<file path="src/rtl/gol_cell.sv">
// Single Game-of-Life cell: one registered alive/dead bit advanced from the
// population count of its 8 neighbours using parameterised birth/survival masks.
module gol_cell #(
  parameter logic [8:0] BIRTH_MASK   = 9'b000001000,
  parameter logic [8:0] SURVIVE_MASK = 9'b000001100
) (
  input  logic       clk,
  input  logic       resetN,
  output logic       out,
  input  logic [7:0] neighbouringCells,
  input  logic       initialState,
  input  logic       enable,
  input  logic       load,
  output logic [3:0] liveNeighbours,
  output logic       changed
);

  logic       out_q;
  logic       out_d;
  logic       changed_q;
  logic       changed_d;
  logic [3:0] live_count;
  logic       next_gen;

  // Population count; at most 8, so 4 bits never overflow.
  always_comb begin
    live_count = 4'd0;
    for (int i = 0; i < 8; i++) begin
      live_count = live_count + {3'b000, neighbouringCells[i]};
    end
  end

  always_comb begin
    next_gen = out_q ? SURVIVE_MASK[live_count] : BIRTH_MASK[live_count];
  end

  // Load outranks stepping; with neither, the cell holds and changed clears.
  always_comb begin
    out_d     = out_q;
    changed_d = 1'b0;
    if (load) begin
      out_d     = initialState;
      changed_d = 1'b0;
    end else if (enable) begin
      out_d     = next_gen;
      changed_d = (next_gen != out_q);
    end
  end

  always_ff @(posedge clk) begin
    if (!resetN) begin
      out_q     <= initialState;
      changed_q <= 1'b0;
    end else begin
      out_q     <= out_d;
      changed_q <= changed_d;
    end
  end

  assign out            = out_q;
  assign changed        = changed_q;
  assign liveNeighbours = live_count;

endmodule

</file>
<file path="config.mk">
export PLATFORM = sky130hd
export DESIGN_NAME = gol_cell
export DESIGN_NICKNAME = d
export VERILOG_FILES = /design/src/rtl/gol_cell.sv
export SDC_FILE = /design/constraint.sdc
export NUM_CORES = 1
export LEC_CHECK = 0
export CORE_AREA = 2 2 39 41
export DETAILED_ROUTE_END_ITERATION = 8
export DIE_AREA = 0 0 41 43
export HOLD_SLACK_MARGIN = 0.1
export RECOVER_POWER = 25
export SYNTH_ARGS = -nofsm -noshare
export SYNTH_HDL_FRONTEND = slang
export SYNTH_SLANG_ARGS = --single-unit
</file>
<file path="constraint.sdc">
create_clock -name clk -period 4.3 [get_ports clk]
set_clock_uncertainty 0.2 [all_clocks]
set_input_delay 0.86 -clock clk [delete_from_list [all_inputs] [get_ports clk]]
set_output_delay 0.86 -clock clk [all_outputs]
set_load 0.02 [all_outputs]
</file>
==> metrics.yaml <==
synth:
  ys_seq_elements: 2
  synth_cell_types: 17
  synth-warning-count: 0
  syn_avg_cell_area_um2: 9.57
  synth_cells: 31
  synth_fp_nets: 51
  ys_seq_area_frac: 0.169
  synth_area_um2: 297
floorplanning:
  die-height_um: 43
  die_x_um: 41
  io_pins: 19
  die_area_mm2: 0.00176
  core.rowCount: 14
  coreArea_mm2: 0.00138
  start_util: 0.214
min_path:
  hold_start: "out$_DFFE_PP_"
  hp-class: "reg2reg"
  holdPathStages: 2
  hold_end: "changed$_SDFF_PP0_"
place:
  io_buffers: 18
  place_ws_ns: -1.00
  dp.cells: 72
  hpwlAfterDp_um: 567
  gp_congestion: 0.693
sta:
  slew_violations: 0
  fin_crit_ns: 4.45
  fin_ws_ns: -0.146
  finalSetupViolCount: 2
  setup_tns_ns: -0.259
  fin_crit_sh: 1.03
  clock.fmax_mhz: 225
  worst_slew_pin_slew_ns: 0.246
  max-slew-margin-rel: 0.836
  hold_viol_final: 0
  rsz0062_at_grt: "yes"
critical_path:
  cpMostUsedCell: "fa_1"
  cp-end-kind: "output port"
  r2r_start: "out$_DFFE_PP_"
  path_cells: "buf_6, fa_1, inv_2, fa_1, fa_1, inv_2, ha_4, fa_2, xor2_4, buf_6"
  crit_buf_inv: 4
  path_class: "in2out"
  cp_slowest_stage_delay_ns: 0.54
  timing.rr.end: "out$_DFFE_PP_"
  worst_path_max_delay_cell: "fa_1"
  crit_path_max_fanout: 2
  arrival_ns: 3.39
  r2r_slack_ns: 3.17
  rr_worst_depth: 2
  cp-start-kind: "primary input"
  critPathRequiredTime_ns: 3.24
  crit_family: "adder cells"
pwr:
  powerDensity_mw_per_mm2: 404
  p_leak_nw: 0.289
  total_power_mw: 0.247
  ir_drop_mv: 0.165
global_routing:
  grt_start_max_net_pins: 6
  grt_pass1_vias: 306
  antenna_found_initial: 0
  gr-usage-all-layers: 0.0886
  grt_pass1_wl_mm: 1.04
  overflow: 0
status:
  status: "finished, violations left"
  violations: "setup timing"
final_layout:
  layout.nets: 81
  drive_gt1_frac: 0.383
  diodes: 0
  final_core_util: 0.443
  area_growth_pct: 107
  fin_cells: 76
clock_tree:
  numCtsBuffers: 3
  clock-sinks: 2
  clkLatencyLatePin_ns: 0.23
  cts_max_level: 1
  cts_tree: "done"
  root_buffer: "clkbuf_4"
  clkTransAtPathRegs_ns: 0.04
  cts_buffer_depth: 2
route:
  wire_per_inst_um: 8.71
  initialDrtViolationCount: 2
  drt_wl_total_um: 662
  drt-vias-per-instance: 4.09
  dr.pass1.iters: 3
  ant_nets: 0
  drc_errors: 0
  via_count: 311
run:
  cap_violations: 0
==> cells in the final DEF, fill, tap and decap left out <==
cell type        instances
fa_1                     3
inv_1                    7
dlygate4sd2_1            1
o21ai_0                  1
mux2i_1                  1
dfxtp_1                  1
ha_1                     2
clkdlybuf4s50_1         10
edfxtp_1                 1
buf_2                    1
a21oi_4                  1
inv_2                    2
dlygate4sd3_1            1
nor2b_1                  1
nand4b_1                 1
o22ai_1                  1
ha_4                     1
nor3b_1                  1
fa_2                     1
nand3_1                  1
and3_1                   1
buf_6                    4
and2b_1                  1
clkbuf_1                 1
clkbuf_4                 3
nand2b_1                 1
xor2_4                   1
buf_4                    8
a21oi_2                  1
==> registers in the layout, indices dropped and copies added, names as in the netlist <==
| register | cells |
|---|---|
| changed | 1 |
| out | 1 |
==> cell families (layout without fill, tap and decap cells) <==
family,count (synthesis),after routing,share of synthesized area
compound gates,4,4,0.0971
xor+xnor,1,1,0.0295
fa+ha+maj,7,7,0.397
buf+inv,9,38,0.114
flops,2,2,0.169
mux,1,1,0.0338
simple gates,7,7,0.160
==> how the worst max path moves through the flow <==
stage | from | to | cells past startpoint | slack [ns]
2_1_floorplan | neighbouringCells[0] | liveNeighbours[2] | 8 | 0.02
3_3_place_gp | neighbouringCells[0] | liveNeighbours[2] | 10 | -1.01
3_5_place_dp | neighbouringCells[0] | liveNeighbours[2] | 10 | -1.00
4_1_cts | neighbouringCells[3] | liveNeighbours[2] | 10 | -0.24
5_1_grt | neighbouringCells[0] | liveNeighbours[2] | 10 | -0.26
6_report | neighbouringCells[0] | liveNeighbours[2] | 10 | -0.15
==> per-stage QoR <==
stage	instance area, um^2	hold slack [ns]
final	613	0.439
after global routing	613	0.490
after CTS	599	0.440
after detailed placement	571	0.425
after global placement	571	0.413
after floorplan	318	0.507
==> timing repair <==
item | CTS | global route
resized for setup | 34 | 2
buffers inserted | 0 | 0
hold buffers | 0 | 0
endpoints found under the hold margin | 0 | 0
pin swaps | 6 | 4
setup endpoints to repair | 5 | 4
==> routing by layer <==
metal,track usage,wire (um),up-vias,part of all wire
li1,-,-,156,-
met1,0.0779,247,140,0.37
met2,0.159,331,15,0.50
met3,0.0524,82,0,0.12
met4,0.0200,0,0,0
met5,0,0,-,0
==> tightest hold or removal path: cells and delay by family (launching register included) <==
family / cells / cell delay (ns)
AND/OR/NAND/NOR: 1 / 0.13
multiplexers: 1 / 0.06
flip-flops: 1 / 0.39
==> area by class of cell <==
type                            count  area [um^2]
Fill cell                         140          771
Multi-Input combinational cell     20          254
Timing Repair Buffer               25          229
Sequential cell                     2         50.0
Inverter                            9         33.8
Clock buffer                        4         26.3
Tap cell                           16         20.0
==> cells in the mapped netlist <==
cell	count	area [um^2]
nor2b_1	1	6.26
mux2i_1	1	10.0
o21ai_0	1	5.00
and3_1	1	6.26
nand4b_1	1	8.76
nand2b_1	1	6.26
fa_1	4	80.1
nand3_1	1	5.00
and2b_1	1	7.51
ha_1	3	37.5
inv_1	9	33.8
xor2_1	1	8.76
dfxtp_1	1	20.0
nor3b_1	1	7.51
edfxtp_1	1	30.0
o22ai_1	1	6.26
a21oi_2	2	17.5
==> where the power goes <==
part / internal (mW) / switching, mW / total (mW)
clock: 0.0346 / 0.0126 / 0.0472
combinational: 0.0983 / 0.0778 / 0.176
sequential: 0.0227 / 0.00152 / 0.0242
total: 0.156 / 0.0920 / 0.247
(Power assumes the default switching activity.)
